<file path="src/rtl/wb_pkg.sv">
// Shared definitions for the writeback stage: writeback-select codes, state
// encoding, widths and the writeback result mux.
package wb_pkg;

  localparam int REG_SEL_W = 3;
  localparam int DATA_W    = 16;

  localparam logic [1:0] WBSEL_ALU = 2'b00;
  localparam logic [1:0] WBSEL_MEM = 2'b01;
  localparam logic [1:0] WBSEL_PC  = 2'b10;
  localparam logic [1:0] WBSEL_IMM = 2'b11;

  typedef enum logic {
    ST_RUN  = 1'b0,
    ST_HALT = 1'b1
  } wb_state_e;

  function automatic logic [DATA_W-1:0] wb_mux(
    input logic [1:0]        sel,
    input logic [DATA_W-1:0] alu,
    input logic [DATA_W-1:0] mem,
    input logic [DATA_W-1:0] pcinc,
    input logic [DATA_W-1:0] imm
  );
    logic [DATA_W-1:0] res;
    case (sel)
      WBSEL_ALU: res = alu;
      WBSEL_MEM: res = mem;
      WBSEL_PC:  res = pcinc;
      WBSEL_IMM: res = imm;
      default:   res = alu;
    endcase
    return res;
  endfunction

endpackage

</file>
<file path="src/rtl/wb_fwd.sv">
// Per-read-port bypass of the writeback value into decode.
// The compare is built only when WB_BYPASS_EN is defined; otherwise a pass-through.
module wb_fwd
  import wb_pkg::*;
(
  input  logic                 write,
  input  logic [REG_SEL_W-1:0] writeregsel,
  input  logic [DATA_W-1:0]    writedata,
  input  logic [REG_SEL_W-1:0] readregsel,
  input  logic [DATA_W-1:0]    rf_data,
  output logic [DATA_W-1:0]    fwd_data
);

`ifdef WB_BYPASS_EN
  assign fwd_data = (write && (writeregsel == readregsel)) ? writedata : rf_data;
`else
  logic unused_s;
  assign unused_s = ^{write, writeregsel, writedata, readregsel};
  assign fwd_data = rf_data;
`endif

endmodule

</file>
<file path="src/rtl/wb_stage.sv">
// MEM/WB pipeline register and writeback controller with halt tracking,
// saturating retire counter and optional bypass (WB_BYPASS_EN).
module wb_stage
  import wb_pkg::*;
#(
  parameter int CNT_W = 16
) (
  input  logic                 clk,
  input  logic                 rst,
  input  logic                 in_valid,
  input  logic                 stall,
  input  logic                 flush,
  input  logic [DATA_W-1:0]    in_alu,
  input  logic [DATA_W-1:0]    in_mem,
  input  logic [DATA_W-1:0]    in_pcinc,
  input  logic [DATA_W-1:0]    in_imm,
  input  logic [1:0]           in_wbsel,
  input  logic [REG_SEL_W-1:0] in_dest,
  input  logic                 in_regwrite,
  input  logic                 in_halt,
  input  logic [REG_SEL_W-1:0] read1regsel,
  input  logic [REG_SEL_W-1:0] read2regsel,
  input  logic [DATA_W-1:0]    rf_read1data,
  input  logic [DATA_W-1:0]    rf_read2data,
  output logic [REG_SEL_W-1:0] writeregsel,
  output logic [DATA_W-1:0]    writedata,
  output logic                 write,
  output logic [DATA_W-1:0]    fwd_read1data,
  output logic [DATA_W-1:0]    fwd_read2data,
  output logic                 wb_valid,
  output logic                 halted,
  output logic [CNT_W-1:0]     retired,
  output logic                 err
);

  logic                 valid_q;
  logic [DATA_W-1:0]    alu_q, mem_q, pcinc_q, imm_q;
  logic [1:0]           wbsel_q;
  logic [REG_SEL_W-1:0] dest_q;
  logic                 regwrite_q;
  logic                 halt_q;
  wb_state_e            state_q;
  logic [CNT_W-1:0]     retired_q, retired_d;
  logic                 err_q;
  logic                 retire_s;

  assign retire_s = valid_q & ~stall & (state_q == ST_RUN);

  // Saturating retire count: stays at all-ones rather than wrapping.
  always_comb begin
    retired_d = retired_q;
    if (retire_s && (retired_q != {CNT_W{1'b1}})) begin
      retired_d = retired_q + {{(CNT_W-1){1'b0}}, 1'b1};
    end else begin
      retired_d = retired_q;
    end
  end

  always_ff @(posedge clk or posedge rst) begin
    if (rst) begin
      valid_q    <= 1'b0;
      alu_q      <= {DATA_W{1'b0}};
      mem_q      <= {DATA_W{1'b0}};
      pcinc_q    <= {DATA_W{1'b0}};
      imm_q      <= {DATA_W{1'b0}};
      wbsel_q    <= 2'b00;
      dest_q     <= {REG_SEL_W{1'b0}};
      regwrite_q <= 1'b0;
      halt_q     <= 1'b0;
      state_q    <= ST_RUN;
      retired_q  <= {CNT_W{1'b0}};
      err_q      <= 1'b0;
    end else begin
      retired_q <= retired_d;
      if ((state_q == ST_HALT) && in_valid) begin
        err_q <= 1'b1;
      end
      if (retire_s && halt_q) begin
        state_q <= ST_HALT;
      end
      // Flush beats stall; with both set the held instruction is dropped.
      if (flush) begin
        valid_q <= 1'b0;
      end else if (stall) begin
        valid_q <= valid_q;
      end else if (state_q == ST_RUN) begin
        valid_q    <= in_valid;
        alu_q      <= in_alu;
        mem_q      <= in_mem;
        pcinc_q    <= in_pcinc;
        imm_q      <= in_imm;
        wbsel_q    <= in_wbsel;
        dest_q     <= in_dest;
        regwrite_q <= in_regwrite;
        halt_q     <= in_halt;
      end else begin
        valid_q <= 1'b0;
      end
    end
  end

  assign wb_valid    = retire_s;
  assign write       = retire_s & regwrite_q;
  assign writeregsel = dest_q;
  assign writedata   = wb_mux(wbsel_q, alu_q, mem_q, pcinc_q, imm_q);
  assign halted      = (state_q == ST_HALT);
  assign retired     = retired_q;
  assign err         = err_q;

  wb_fwd u_fwd1 (
    .write       (write),
    .writeregsel (writeregsel),
    .writedata   (writedata),
    .readregsel  (read1regsel),
    .rf_data     (rf_read1data),
    .fwd_data    (fwd_read1data)
  );

  wb_fwd u_fwd2 (
    .write       (write),
    .writeregsel (writeregsel),
    .writedata   (writedata),
    .readregsel  (read2regsel),
    .rf_data     (rf_read2data),
    .fwd_data    (fwd_read2data)
  );

endmodule

</file>
<file path="config.mk">
export PLATFORM = sky130hd
export DESIGN_NAME = wb_stage
export DESIGN_NICKNAME = d
export VERILOG_FILES = /design/src/rtl/wb_pkg.sv /design/src/rtl/wb_fwd.sv /design/src/rtl/wb_stage.sv
export SDC_FILE = /design/constraint.sdc
export NUM_CORES = 1
export LEC_CHECK = 0
export CAP_MARGIN = 20
export CORE_MARGIN = 4
export CORE_UTILIZATION = 25
export DETAILED_ROUTE_END_ITERATION = 10
export SETUP_SLACK_MARGIN = 0.02
export SLEW_MARGIN = 20
export SYNTH_ARGS = -nofsm -noshare
export SYNTH_HDL_FRONTEND = slang
export SYNTH_HIERARCHICAL = 1
export SYNTH_SLANG_ARGS = --single-unit
</file>
<file path="constraint.sdc">
create_clock -name clk -period 3.35 [get_ports clk]
set_clock_uncertainty 0.15 [all_clocks]
set_input_delay 0.67 -clock clk [delete_from_list [all_inputs] [get_ports clk]]
set_output_delay 0.67 -clock clk [all_outputs]
set_load 0.02 [all_outputs]
</file>
==> impl_summary.txt, run 1 <==
----------------------------------------------------
[Outcome]
  Outcome ... completed

[Clocking]
  CTS tree ... built
  Quantity of gates resized following cts ... 0
  Deepest clock path buffer count ... 2
  Clock root cell ... sky130_fd_sc_hd__clkbuf_16
  Hold-fix buffer count after cts ... 0
  Clock network latency to the later pin of the worst-skew pair ... 340 ps
  Post-CTS clock slew at the launch and capture registers of the worst setup and hold paths ... 60 ps
  Post-CTS Setup Bufs ... 0
  Clock buffer count from CTS ... 9
  # H-tree levels ... 3
  TritonCTS Sinks ... 90

[Timing]
  Post-route setup TNS ... 0 ps
  Transition time of the tightest slew-check pin ... 625 ps
  Worst rel slew slack ... 0.583
  RSZ-0062 raised after global routing ... no
  Post-layout min period ... 3210 ps
  Total of endpoints with negative setup slack in the final report ... 0
  Slew Viols, Final ... 0
  Hold Worst Slack ... around 320 ps
  Final hold vios ... 0
  Part of the cycle the worst path needs ... 0.960
  FMAX ... 311 MHz

[Critical path]
  CP bufs+invs ... 3
  Biggest cell delay along the critical path ... 620 ps
  Class of the most critical setup path ... in2out
  Nature of the critical path startpoint ... input port
  Critical Path RT ... between 2000 and 3000 ps
  Cell class contributing the biggest share of worst-path delay ... buffers and inverters
  Kind of end point of the critical path ... output port
  Most used cell along the critical path ... sky130_fd_sc_hd__clkdlybuf4s50_1
  Crit path arrival time ... 2390 ps
  Maximum fanout count along the critical path ... 5
  Cell-by-cell trace of the critical path ... clkdlybuf4s50_1 > nor2_1 > nand2_1 > inv_1 > and2_1 > clkdlybuf4s50_1
  CP max-delay cell ... sky130_fd_sc_hd__clkdlybuf4s50_1

[Worst hold path]
  Classification of the worst-slack hold path ... reg2reg

[Cells and area]
  Relative area change from synthesis to final layout ... 35.7%
  Fraction of layout instances using a drive strength above 1 ... 0.309
  Count of inserted antenna diode cells ... 0
  Final nets ... 485
  Post-Layout Cell Count ... 591

[Floorplan]
  Die Y-Extent ... 137 um
  Number of placement rows ... 46
  Core region area ... 0.0161 mm^2
  Full die area ... ~0.019 mm^2
  Initial core utilization ... 0.258
  Overall die width ... 137 um
  Number of I/O pins ... 185

[Run]
  Maximum capacitance violations ... 0

[Power]
  Maximum ir drop on the vdd rail ... approximately 500 uV
  P_sw ... 1480 uW
  Cell-internal power ... about 3300 uW
  Sequential share of power ... 0.378
  Leakage dissipation ... 0.00230 uW
  Total power divided by cell area ... 846 mW/mm^2
  Total power of the final layout ... roughly 4800 uW
  Net switching fraction of the power ... 0.311
  Clock Power Share ... 0.198
  Power share of the combinational group ... 0.424

[Place]
  HPWL after detailed placement ... 6.78 mm
  Cells after DPL ... 575
  Routability congestion estimate from global placement ... roughly 0.83
  Port Buffer Count ... 114

[Logic synthesis]
  Net count after synthesis ... 397
  Post-synth top area share ... 0.542
  Post-synth design cell area ... between 0.004 and 0.005 mm^2
  Cell count after synthesis ... 282
  Proportion of synthesized flip-flops having asynchronous set or reset ... 1.00
  Count of synthesis-stage warnings from yosys ... 6
  Count of state elements after synthesis ... 90
  Sequential area share after synthesis ... 0.542
  Library cell occupying the most area in the post-synthesis netlist ... sky130_fd_sc_hd__dfrtp_1
  Mean cell area of the mapped netlist ... 14.7 um^2
  Largest cells by area after synthesis ... sky130_fd_sc_hd__dfrtp_1 54%, sky130_fd_sc_hd__mux2_2 20%, sky130_fd_sc_hd__mux4_2 8.7%
  Yosys cell types ... 31
  Ys flop type ... sky130_fd_sc_hd__dfrtp_1
  Post-synth EDFFs ... 0

[GRT]
  Antenna violations before repair ... 0
  Global Route Usage Sum ... 0.108
  First-pass GRT wire length ... ~15 mm
  Total global routing overflow ... 0
  Via count of the first global-routing pass ... 2951
  Maximum number of pins on one net before global-route repair ... 49

[Route]
  Routed vias/inst ... 4.40
  Post-detailed-route wirelength per cell ... 16.1 um
  Routed Antenna Nets ... 0
  Number of vias in the routed layout ... 2598
  Sum of routed wire length over all layers ... 9.52 mm
  Number of design rule violations left after detail routing ... 0
  First drt pass iteration count ... 4
  Violation count after the first detailed-route iteration ... 100

----------------------------------------------------
## through the flow
stage | setup WS, ps | area, um^2 | utilization
detailed placement | 144 | 5370 | 0.333
CTS | 137 | 5640 | 0.350
global route | 70.4 | 5640 | 0.350
finish | 135 | 5640 | 0.350
global placement | 196 | 5370 | 0.333
floorplan | 195 | 4160 | -
## metal layers
layer,GRT usage,part of all wire,wire length (um)
met3,0.0529,0.087,824
met1,0.132,0.41,3900
met4,0.0333,0.019,182
met5,0,0,0
met2,0.168,0.48,4610
## Yosys cell counts, types with 2 or more instances
master,number
sky130_fd_sc_hd__nand2_1,7
sky130_fd_sc_hd__nor3_1,8
sky130_fd_sc_hd__inv_1,2
sky130_fd_sc_hd__nor4_1,3
sky130_fd_sc_hd__a21o_1,2
sky130_fd_sc_hd__nor2_1,3
sky130_fd_sc_hd__buf_2,9
sky130_fd_sc_hd__xor2_1,13
sky130_fd_sc_hd__dfrtp_1,90
sky130_fd_sc_hd__nand4_1,5
sky130_fd_sc_hd__buf_4,32
sky130_fd_sc_hd__o21ai_0,2
sky130_fd_sc_hd__mux4_2,16
sky130_fd_sc_hd__and2_1,2
sky130_fd_sc_hd__mux2_2,72
## cell usage in the layout (no fill, tap or decap), types with 5 or more instances in the layout
cell type / n
sky130_fd_sc_hd__clkdlybuf4s50_1: 114
sky130_fd_sc_hd__dfrtp_1: 90
sky130_fd_sc_hd__mux2_2: 72
sky130_fd_sc_hd__mux4_2: 16
sky130_fd_sc_hd__xor2_1: 13
sky130_fd_sc_hd__clkbuf_16: 9
sky130_fd_sc_hd__nor3_1: 8
sky130_fd_sc_hd__nand2_1: 7
sky130_fd_sc_hd__nand4_1: 5
## area by class of cell
type	instances	area, um^2
multi-input combinational	147	1610
tap	216	270
clock buffer	12	246
timing repair buffer	120	1220
fill	1559	10500
inverter	2	10.0
sequential	90	2250
clock inverter	4	27.5
## logic make-up after synthesis
family                   after synthesis  share of synthesized area
XOR/XNOR                              13                     0.0274
flip-flops                            90                      0.542
adder cells (fa/ha/maj)                1                    0.00301
buffers and inverters                 45                     0.0722
multiplexers                          89                      0.285
AO/OA/AOI/OAI                          5                    0.00782
AND/OR/NAND/NOR                       39                     0.0626
## power by group through the flow
stage	clock network [uW]	logic, uW	registers (uW)
2_1_floorplan	0	1290	1780
3_3_place_gp	0	2040	1800
3_5_place_dp	0	2070	1830
4_1_cts	994	2080	1820
5_1_grt	1040	2170	1870
6_report	947	2020	1800
## flip-flops by register name (all words and copies together), names as in the netlist, 2 cells and up
register,flops
alu_q,16
imm_q,16
mem_q,16
pcinc_q,16
retired,16
wbsel_q,2
writeregsel,3
## worst register-to-register path, stage by stage, from the launching register on
cell                      delay, ps
sky130_fd_sc_hd__dfrtp_1        460
sky130_fd_sc_hd__nand4_1        250
sky130_fd_sc_hd__nor4_4         630
sky130_fd_sc_hd__nor2_2         120
sky130_fd_sc_hd__mux2_4         320
## final timing paths
kind	start	endpoint	slack, ps	depth (start not counted)
min reg2reg	err$_DFFE_PP0P_	err$_DFFE_PP0P_	320	1
min	err$_DFFE_PP0P_	err$_DFFE_PP0P_	320	1
max reg2reg	retired[8]$_DFFE_PP0P_	retired[1]$_DFFE_PP0P_	1310	4
max	stall	write	140	6
min in group asynchronous	rst	alu_q[9]$_DFFE_PP0P_	590	2
max in group asynchronous	rst	retired[6]$_DFFE_PP0P_	1750	3
Power figures use the tool's default switching activity.
==> run 2: changes to the inputs <==
--- a/config.mk
+++ b/config.mk
@@ -13,5 +13,4 @@
 export SLEW_MARGIN = 20
 export SYNTH_ARGS = -nofsm -noshare
 export SYNTH_HDL_FRONTEND = slang
-export SYNTH_HIERARCHICAL = 1
 export SYNTH_SLANG_ARGS = --single-unit
==> impl_summary.txt, run 2 <==
----------------------------------------------------
[Power]
  Total power divided by cell area ... 844 mW/mm^2
  Leakage dissipation ... 0.00231 uW
  Clock Power Share ... 0.200
  Sequential share of power ... 0.382
  Cell-internal power ... around 3300 uW
  Net switching fraction of the power ... 0.309
  Power share of the combinational group ... 0.418
  P_sw ... 1470 uW
  Maximum ir drop on the vdd rail ... 393 uV

[Clocking]
  Quantity of gates resized following cts ... 0
  Clock root cell ... sky130_fd_sc_hd__clkbuf_16
  Clock buffer count from CTS ... 9
  Post-CTS Setup Bufs ... 0
  Clock network latency to the later pin of the worst-skew pair ... between 300 and 400 ps
  # H-tree levels ... 3
  CTS tree ... built
  Deepest clock path buffer count ... 2
  Post-CTS clock slew at the launch and capture registers of the worst setup and hold paths ... 60 ps
  TritonCTS Sinks ... 90
  Hold-fix buffer count after cts ... 0

[Cells and area]
  Total of fill cells in the finished design ... 1585
  Relative area change from synthesis to final layout ... 36.0%
  Area taken by multi-input logic gates ... 0.00161 mm^2
  Highest-count cells in the layout ignoring fill and taps ... 114 x sky130_fd_sc_hd__clkdlybuf4s50_1, 90 x sky130_fd_sc_hd__dfrtp_1, 72 x sky130_fd_sc_hd__mux2_2
  Commonest non-fill, non-tap cell in the layout ... sky130_fd_sc_hd__clkdlybuf4s50_1
  Reg area ... 0.00225 mm^2
  Core utilization of the finished layout ... 0.351
  Fraction of layout instances using a drive strength above 1 ... 0.316
  Final nets ... 487
  Count of inserted antenna diode cells ... 0

[Place]
  HPWL after detailed placement ... 7.04 mm
  Port Buffer Count ... 114
  Routability congestion estimate from global placement ... 0.831

[Floorplan]
  Core region area ... 0.0161 mm^2
  Overall die width ... approximately 140 um
  Number of placement rows ... 46
  Initial core utilization ... 0.258
  Die Y-Extent ... 137 um
  Number of I/O pins ... 185
  Full die area ... 0.0188 mm^2

[Critical path]
  Class of the most critical setup path ... in2out
  Nature of the critical path startpoint ... input port
  Critical Path RT ... 2530 ps
  Kind of end point of the critical path ... output port
  Maximum fanout count along the critical path ... 5
  Crit path arrival time ... 2300 ps

[Logic synthesis]
  Synth Area in Simple Gates ... 0.0626
  Count of synthesis-stage warnings from yosys ... 0
  Largest cells by area after synthesis ... sky130_fd_sc_hd__dfrtp_1 54%, sky130_fd_sc_hd__mux2_2 20%, sky130_fd_sc_hd__mux4_2 8.7%
  Post-synth EDFFs ... 0
  Library cell occupying the most area in the post-synthesis netlist ... sky130_fd_sc_hd__dfrtp_1
  Sequential area share after synthesis ... 0.542
  Post-synthesis adder-cell area fraction ... 0.00301
  Post-synth design cell area ... 0.00416 mm^2
  Main combinational cell family by area after synthesis ... multiplexers
  Proportion of synthesized flip-flops having asynchronous set or reset ... 1.00
  Post-synthesis xor/xnor area fraction ... 0.0274
  Mux contribution to synthesized area ... 0.285
  Post-synth top area share ... 0.542
  Mean cell area of the mapped netlist ... 14.7 um^2
  Count of state elements after synthesis ... 90
  Leading post-synthesis cells by instance count ... 90 x sky130_fd_sc_hd__dfrtp_1, 72 x sky130_fd_sc_hd__mux2_2, 32 x sky130_fd_sc_hd__buf_4, 16 x sky130_fd_sc_hd__mux4_2, 13 x sky130_fd_sc_hd__xor2_1
  Ys flop type ... sky130_fd_sc_hd__dfrtp_1
  Cell count after synthesis ... 282
  Share of the synthesized area in compound gates (AO/OA/AOI/OAI) ... 0.00782
  Most used standard cell by instance count after synthesis ... sky130_fd_sc_hd__dfrtp_1
  Yosys cell types ... 31
  Net count after synthesis ... 397

[GRT]
  Antenna violations before repair ... 0
  First-pass GRT wire length ... 14.7 mm
  Maximum number of pins on one net before global-route repair ... 48
  Total global routing overflow ... 0
  Global Route Usage Sum ... 0.103
  Via count of the first global-routing pass ... roughly 2800

[Route]
  Number of design rule violations left after detail routing ... 0
  Routed vias/inst ... ~4.3
  First drt pass iteration count ... 4
  Number of vias in the routed layout ... between 2000 and 3000
  Violation count after the first detailed-route iteration ... 45
  Sum of routed wire length over all layers ... 9.43 mm
  Routed Antenna Nets ... 0
  Post-detailed-route wirelength per cell ... 15.9 um

[Run]
  Maximum capacitance violations ... 0

[Timing]
  Final hold vios ... 0
  Slew Viols, Final ... 0
  Post-route setup TNS ... 0 ps
  Worst rel slew slack ... 0.594
  Post-layout min period ... 3120 ps
  Part of the cycle the worst path needs ... 0.932
  Transition time of the tightest slew-check pin ... 609 ps
  Total of endpoints with negative setup slack in the final report ... 0
  RSZ-0062 raised after global routing ... no
  FMAX ... 320 MHz

[Outcome]
  Outcome ... completed

[Worst hold path]
  Classification of the worst-slack hold path ... reg2reg

----------------------------------------------------
[run 2: cell counts after synthesis]
No cell type changed its count.
[run 2: cell type report]
cell class	instances	area share
flip-flops and latches	90	0.398
multi-input cells	147	0.285
repair buffers	122	0.217
well taps	216	0.0478
clock buffers	12	0.0454
clock inverters	4	0.00465
inverters	2	0.00177
[run 2: final timing paths]
| kind | start | to | slack (ps) | depth (start not counted) |
|---|---|---|---|---|
| max in group asynchronous | rst | pcinc_q[1]$_DFFE_PP0P_ | 1790 | 3 |
| setup reg to reg | retired[0]$_DFFE_PP0P_ | retired[1]$_DFFE_PP0P_ | 1360 | 5 |
| setup / recovery | stall | write | 230 | 6 |
| hold reg to reg | err$_DFFE_PP0P_ | err$_DFFE_PP0P_ | 330 | 1 |
| min in group asynchronous | rst | alu_q[15]$_DFFE_PP0P_ | 620 | 2 |
| hold / removal | err$_DFFE_PP0P_ | err$_DFFE_PP0P_ | 330 | 1 |
[run 2: worst max-delay path: stages]
cell and delay, ps:
sky130_fd_sc_hd__clkdlybuf4s50_1 420, sky130_fd_sc_hd__nor2_1 140, sky130_fd_sc_hd__nand2_1 120, sky130_fd_sc_hd__inv_1 180, sky130_fd_sc_hd__and2_1 150, sky130_fd_sc_hd__clkdlybuf4s50_1 610
[run 2: power by group through the flow]
stage          registers [uW]  clock network, uW  logic (uW)
6_report                 1820                954        2000
5_1_grt                  1890               1040        2140
4_1_cts                  1830                995        2040
3_5_place_dp             1850                  0        2030
3_3_place_gp             1820                  0        2000
2_1_floorplan            1780                  0        1290
[run 2: through the flow]
stage	instances	hold WS (ps)	area (um^2)	total power [uW]	setup WS, ps
floorplan	282	296	4160	3070	195
global placement	577	295	5370	3820	216
detailed placement	577	326	5370	3880	202
CTS	593	340	5650	4870	196
global route	593	357	5650	5060	104
finish	593	328	5650	4770	227
[run 2: kinds of logic (layout without fill, tap and decap cells)]
logic type                 count (synthesis)  after routing
xor gates and xnor gates                  13             13
AOI/OAI and AO/OA                          5              5
adders and majority gates                  1              1
DFF                                       90             90
buffers and inverters                     45            140
and+or+nand+nor                           39             39
muxes                                     89             89
[run 2: layer usage]
layer | track usage | wire length, um | vias to the layer above
met5 | 0 | 0 | -
met4 | 0.0499 | 212 | 0
met3 | 0.0460 | 900 | 29
met2 | 0.171 | 4650 | 93
met1 | 0.111 | 3660 | 1279
li1 | - | - | 1173
